[config.mk]
export PLATFORM = sky130hd
export DESIGN_NAME = ip_wrapper_fifo
export DESIGN_NICKNAME = d
export VERILOG_FILES = /design/src/rtl/ip_wrapper_fifo.sv
export SDC_FILE = /design/constraint.sdc
export NUM_CORES = 1
export LEC_CHECK = 0
export BUFFER_PORTS_ARGS = -buffer_cell sky130_fd_sc_hd__buf_4
export CORE_MARGIN = 5
export CORE_UTILIZATION = 55
export DETAILED_ROUTE_END_ITERATION = 8
export PLACE_DENSITY = 0.76
export SLEW_MARGIN = 0
export SYNTH_ARGS = -nofsm -noshare
export SYNTH_HDL_FRONTEND = slang
export SYNTH_SLANG_ARGS = --single-unit
[constraint.sdc]
create_clock -name clk -period 2.65 [get_ports clk]
set_input_delay 0.1325 -clock clk [delete_from_list [all_inputs] [get_ports clk]]
set_output_delay 0.1325 -clock clk [all_outputs]
set_load 0.005 [all_outputs]
[src/rtl/ip_wrapper_fifo.sv]
// Bus-to-IP wrapper: a TX FIFO feeds operands to an attached IP, an RX FIFO collects its results.
// Optional interrupt output enabled by defining WRAPPER_IRQ_EN; otherwise irq is tied low.
module ip_wrapper_fifo #(
  parameter int DATA_W = 32,
  parameter int DEPTH  = 4
) (
  input  logic              clk,
  input  logic              rst,
  input  logic              sel,
  input  logic              wr,
  input  logic [1:0]        HADDR,
  input  logic [DATA_W-1:0] in_data,
  output logic [DATA_W-1:0] out_data,
  output logic [DATA_W-1:0] IPdata_in,
  output logic              write,
  input  logic              ip_ack,
  input  logic [DATA_W-1:0] IPdata_out,
  input  logic              ready,
  output logic              irq
);

  localparam int PW = $clog2(DEPTH);
  localparam int CW = PW + 1;
  localparam logic [1:0] A_TX  = 2'd0;
  localparam logic [1:0] A_RX  = 2'd1;
  localparam logic [1:0] A_ST  = 2'd2;
  localparam logic [1:0] A_CLR = 2'd3;

  function automatic logic sticky(input logic q, input logic set, input logic clr);
    return set | (q & ~clr);
  endfunction

  function automatic logic [CW-1:0] cnt_next(input logic [CW-1:0] c, input logic push,
                                              input logic pop);
    logic [CW-1:0] r;
    r = c;
    if (push && !pop) r = c + CW'(1);
    else if (pop && !push) r = c - CW'(1);
    return r;
  endfunction

  logic [DATA_W-1:0] tx_mem [DEPTH];
  logic [DATA_W-1:0] rx_mem [DEPTH];
  logic [PW-1:0]     tx_wp_q, tx_rp_q, rx_wp_q, rx_rp_q;
  logic [CW-1:0]     tx_cnt_q, rx_cnt_q, tx_cnt_d, rx_cnt_d;
  logic              tx_ovf_q, rx_ovf_q, rx_udf_q;
  logic              tx_ovf_d, rx_ovf_d, rx_udf_d;
  logic [DATA_W-1:0] out_q, out_d, status;

  logic tx_full, tx_empty, rx_full, rx_empty;
  logic tx_wr_req, tx_push, tx_pop, rx_rd_req, rx_push, rx_pop, clr_wr;

  assign tx_full   = (tx_cnt_q == CW'(DEPTH));
  assign tx_empty  = (tx_cnt_q == '0);
  assign rx_full   = (rx_cnt_q == CW'(DEPTH));
  assign rx_empty  = (rx_cnt_q == '0);

  assign tx_wr_req = sel & wr & (HADDR == A_TX);
  assign rx_rd_req = sel & ~wr & (HADDR == A_RX);
  assign clr_wr    = sel & wr & (HADDR == A_CLR);

  // A pop on the same edge makes room, so a full FIFO still accepts a push.
  assign tx_pop    = ~tx_empty & ip_ack;
  assign tx_push   = tx_wr_req & (~tx_full | tx_pop);
  assign rx_pop    = rx_rd_req & ~rx_empty;
  assign rx_push   = ready & (~rx_full | rx_pop);

  assign write     = ~tx_empty;
  assign IPdata_in = tx_empty ? '0 : tx_mem[tx_rp_q];
  assign out_data  = out_q;

  always_comb begin
    status         = '0;
    status[6:0]    = 7'(tx_cnt_q);
    status[14:8]   = 7'(rx_cnt_q);
    status[16]     = tx_full;
    status[17]     = rx_empty;
    status[24]     = tx_ovf_q;
    status[25]     = rx_ovf_q;
    status[26]     = rx_udf_q;

    tx_cnt_d = cnt_next(tx_cnt_q, tx_push, tx_pop);
    rx_cnt_d = cnt_next(rx_cnt_q, rx_push, rx_pop);

    tx_ovf_d = sticky(tx_ovf_q, tx_wr_req & tx_full & ~tx_pop, clr_wr & in_data[24]);
    rx_ovf_d = sticky(rx_ovf_q, ready & rx_full & ~rx_pop,     clr_wr & in_data[25]);
    rx_udf_d = sticky(rx_udf_q, rx_rd_req & rx_empty,          clr_wr & in_data[26]);

    out_d = out_q;
    if (sel && !wr) begin
      case (HADDR)
        A_RX:    out_d = rx_empty ? '0 : rx_mem[rx_rp_q];
        A_ST:    out_d = status;
        default: out_d = '0;
      endcase
    end
  end

  // Storage arrays carry data only; pointers and counts decide validity.
  always_ff @(posedge clk) begin
    if (tx_push) tx_mem[tx_wp_q] <= in_data;
    if (rx_push) rx_mem[rx_wp_q] <= IPdata_out;
  end

  always_ff @(posedge clk) begin
    if (rst) begin
      tx_wp_q  <= '0;
      tx_rp_q  <= '0;
      rx_wp_q  <= '0;
      rx_rp_q  <= '0;
      tx_cnt_q <= '0;
      rx_cnt_q <= '0;
      tx_ovf_q <= 1'b0;
      rx_ovf_q <= 1'b0;
      rx_udf_q <= 1'b0;
      out_q    <= '0;
    end else begin
      if (tx_push) tx_wp_q <= tx_wp_q + PW'(1);
      if (tx_pop)  tx_rp_q <= tx_rp_q + PW'(1);
      if (rx_push) rx_wp_q <= rx_wp_q + PW'(1);
      if (rx_pop)  rx_rp_q <= rx_rp_q + PW'(1);
      tx_cnt_q <= tx_cnt_d;
      rx_cnt_q <= rx_cnt_d;
      tx_ovf_q <= tx_ovf_d;
      rx_ovf_q <= rx_ovf_d;
      rx_udf_q <= rx_udf_d;
      out_q    <= out_d;
    end
  end

`ifdef WRAPPER_IRQ_EN
  logic irq_q;

  always_ff @(posedge clk) begin
    if (rst) irq_q <= 1'b0;
    else     irq_q <= (rx_cnt_q != '0) | tx_ovf_q | rx_ovf_q | rx_udf_q;
  end

  assign irq = irq_q;
`else
  assign irq = 1'b0;
`endif

endmodule

==> run summary <==
========================================================================================
Slew of the pin with the lowest slew margin ...............................       846 ps
Final-stage net count .....................................................          901
Global route overflow .....................................................            0
Reg clk slew, reported paths ..............................................        60 ps
Number of remaining DRC errors ............................................            0
TritonCTS clock tree ......................................................          yes
Hold violation total from the final report ................................            0
Clock insertion delay at the later pin of the skew report .................       540 ps
Number of cells traversed by the worst register-to-register path ..........            8
Detailed route wirelength on metal3 .......................................      1.70 mm
Largest net degree at the start of global routing .........................           35
Cell count after synthesis ................................................          587
Number of cell rows .......................................................           53
Worst hold path startpoint ................................................     HADDR[1]
Sequential-to-total area share from yosys stat ............................        74.5%
Layout overhead on the synthesized area ...................................        26.4%
Width of the die ..........................................................       156 µm
Final RePlAce weighted congestion .........................................        0.747
Number of detailed-routing iterations run before antenna repair ...........            4
Leakage component of the power ............................................      5.20 nW
Combined area of all synthesized cells ....................................    11800 µm²
Post-route cell area ......................................................    14800 µm²
Global-route total usage across every layer ...............................        19.3%
Setup TNS .................................................................         0 ps
Startpoint type of the worst setup path ...................................         flop
Endpoint of the worst hold path ........................................... tx_ovf_q$_SDFF_PP0_
Core region area ..........................................................    21000 µm²
Max Slew Vio Count ........................................................            0
Die boundary height .......................................................       156 µm
Drt total wl ..............................................................      23.2 mm
Final cell utilization of the core ........................................        70.6%
Longest Clk Path Bufs .....................................................            3
Most frequent cells after synthesis ....................................... 256 x edfxtp_1, 64 x mux4_2, 53 x dfxtp_1
Type of the tightest min-delay check ...................................... primary input to flop
Library cell with the highest instance count after synthesis ..............     edfxtp_1
Sort of element at the end of the critical path ...........................         flop
Setup repair after global routing missed its margin .......................        false
Detailed-route vias per instance ..........................................         5.53
Boundary Pins .............................................................          138
Worst hold path cell count ................................................            5
Starting DRT DRC Count ....................................................          368
Post-CTS setup buffer count ...............................................            0
Count of input and output buffers .........................................          136
Synthesized net count .....................................................          675
Total CTS buffers .........................................................           30
Class of the most critical setup path ..................................... flop to flop
Worst clock skew ..........................................................      8.45 ps
Power per unit of standard cell area ......................................   806 nW/µm²
Status ....................................................................    completed
Period utilisation layout .................................................        92.1%
Total half-perimeter wirelength after legalization and detailed placement .      14.3 mm
Total Die Area ............................................................    24400 µm²
Average routed wire per standard cell .....................................      20.9 µm
Met2 routed wirelength ....................................................      12.2 mm
Cell at the root of the clock tree ........................................    clkbuf_16
Most used flip-flop cell after synthesis ..................................     edfxtp_1
Initial Util ..............................................................        55.9%
Number of failing setup endpoints in the final timing report ..............            0
FF-to-FF Start ............................................................ rx_cnt_q[0]$_SDFFE_PP0P_
Syn avg cell area .........................................................     20.0 µm²
Wire length on met1 .......................................................      8.91 mm
CP required ...............................................................      3120 ps
ANT nets after route ......................................................            0
Largest cells by area after synthesis ..................................... edfxtp_1 65%, mux4_2 12%, dfxtp_1 9.0%, nor2b_1 1.8%, ha_1 1.5%
Worst flop-to-flop path endpoint .......................................... rx_cnt_q[2]$_SDFFE_PP0P_
Via count .................................................................         6155
Clock sinks ...............................................................          309
Total number of H-tree levels .............................................            1
Vias in the first global route ............................................         6624
Maximum frequency from static timing analysis .............................      410 MHz
Area post-placement .......................................................    13100 µm²
Max Used Layer ............................................................         met4
R2r setup slk .............................................................       210 ps
Post-synthesis sequential element count ...................................          309
Number of warnings issued by yosys ........................................            0
Number of antenna violations at the first check in global routing .........            1
Time the worst path needs with I/O delays and setup .......................      2440 ps
Fill cell total of the finished layout ....................................         1294
Final worst hold slack ....................................................       179 ps
Area occupied by multi-input gates ........................................     2770 µm²
Number of violations of the max-capacitance limit .........................            0
Maximum fanout encountered on the critical timing path ....................            7
Fraction of layout cells with a size suffix above 1 .......................        33.9%
Post-synthesis async set-or-reset flop share ..............................           0%
Portion of synthesized cell area occupied by the leading cell type ........        65.4%
Distinct cell type count of the synthesized netlist .......................           46
Arrival @ worst endpoint ..................................................      2910 ps
First-pass GRT wire length ................................................      36.7 mm
EDFF count, synth .........................................................          256
Footprint of the flip-flops and latches ...................................     8750 µm²
Max rail drop VDD .........................................................       650 µV
Cell type with the highest aggregate area in the netlist ..................     edfxtp_1
Worst slew margin relative to its limit ...................................        43.6%
========================================================================================
final cells by class:
type,count,area share [%]
Antenna cell,1,0.0169
Clock buffer,36,5.62
Clock inverter,20,1.25
Inverter,12,0.303
Multi-Input combinational cell,234,18.7
Sequential cell,309,58.9
Tap cell,275,2.32
Timing Repair Buffer,226,12.9
cells by family (layout without fill, tap and decap cells):
kind of cell / count (synthesis) / count (layout) / share of synthesized area [%]
DFF: 309 / 309 / 74.5
other: 1 / 2 / 0.0319
and+or+nand+nor: 81 / 81 / 4.39
buffers and inverters: 44 / 294 / 2.03
adders and majority gates: 16 / 16 / 1.83
xor gates and xnor gates: 6 / 6 / 0.447
muxes: 68 / 68 / 12.6
AOI/OAI and AO/OA: 62 / 62 / 4.20
layout by cell type (no fill, tap or decap), types with 3 or more instances in the layout:
| cell type | synthesis | layout |
|---|---|---|
| dlygate4sd3_1 | 0 | 72 |
| nand4_1 | 4 | 4 |
| nor2b_1 | 33 | 33 |
| xor2_1 | 6 | 6 |
| bufinv_16 | 0 | 3 |
| dfxtp_1 | 53 | 51 |
| clkinv_1 | 0 | 4 |
| nand2_1 | 3 | 3 |
| a22oi_1 | 11 | 11 |
| and3_2 | 0 | 4 |
| clkbuf_16 | 0 | 31 |
| and2_1 | 4 | 4 |
| o21ai_0 | 5 | 5 |
| buf_4 | 5 | 151 |
| a21oi_1 | 8 | 8 |
| inv_1 | 12 | 12 |
| mux2i_1 | 3 | 3 |
| nor2_1 | 15 | 15 |
| ha_1 | 14 | 14 |
| buf_12 | 0 | 3 |
| o2bb2ai_1 | 11 | 11 |
| edfxtp_1 | 256 | 256 |
| clkinvlp_4 | 0 | 3 |
| nand3_1 | 3 | 3 |
| a22o_1 | 19 | 19 |
| clkinv_2 | 0 | 8 |
| mux4_2 | 64 | 64 |
| clkbuf_8 | 0 | 4 |
per-layer routing:
layer / vias up / GRT usage, %
li1: 2812 / -
met1: 3107 / 24.8
met2: 204 / 33.8
met3: 32 / 4.69
met4: 0 / 4.63
met5: - / 0
worst max-delay path, cell delays in order (launching register included):
cell	delay (ps)
dfxtp_1	490
nor2_1	160
a31oi_4	280
ha_1	230
inv_1	70
fa_1	390
xor2_1	180
or3_2	420
a21oi_1	150
flip-flops by register name, summed over array words and instances (netlist names), named ones only:
name,flops
out_data,32
rx_mem,128
tx_cnt_q,3
rx_wp_q,2
tx_ovf_q,1
tx_rp_q,2
rx_cnt_q,3
rx_rp_q,2
rx_ovf_q,1
tx_mem,128
tx_wp_q,2
rx_udf_q,1
power by group:
group	total, mW	switching (mW)	internal [mW]
sequential	5.71	0.182	5.53
combinational	1.98	0.920	1.06
clock	4.27	1.74	2.53
through the flow:
step | power (mW) | worst slack [ps] | cells
floorplan | 6.83 | 446 | 587
global placement | 7.66 | 253 | 984
detailed placement | 7.72 | 91.0 | 984
CTS | 12.1 | 166 | 1112
global route | 12.5 | 75.0 | 1113
finish | 12.0 | 209 | 1113
worst max-delay path by stage:
stage / slack (ps) / to / start / cells after the start
floorplan: 450 / rx_cnt_q[2]$_SDFFE_PP0P_ / rx_cnt_q[2]$_SDFFE_PP0P_ / 8
global placement: 250 / rx_cnt_q[2]$_SDFFE_PP0P_ / HADDR[1] / 11
detailed placement: 90 / rx_cnt_q[2]$_SDFFE_PP0P_ / HADDR[1] / 11
CTS: 170 / IPdata_in[27] / flop / 4
global route: 80 / rx_cnt_q[2]$_SDFFE_PP0P_ / rx_cnt_q[0]$_SDFFE_PP0P_ / 8
finish: 210 / rx_cnt_q[2]$_SDFFE_PP0P_ / rx_cnt_q[0]$_SDFFE_PP0P_ / 8
repair_timing:
item                                    CTS  global route
hold buffers                             72             0
endpoints found under the hold margin   266             0
endpoints found under the setup margin    0             0
gates resized for setup                   0             0
Power figures use the tool's default switching activity.
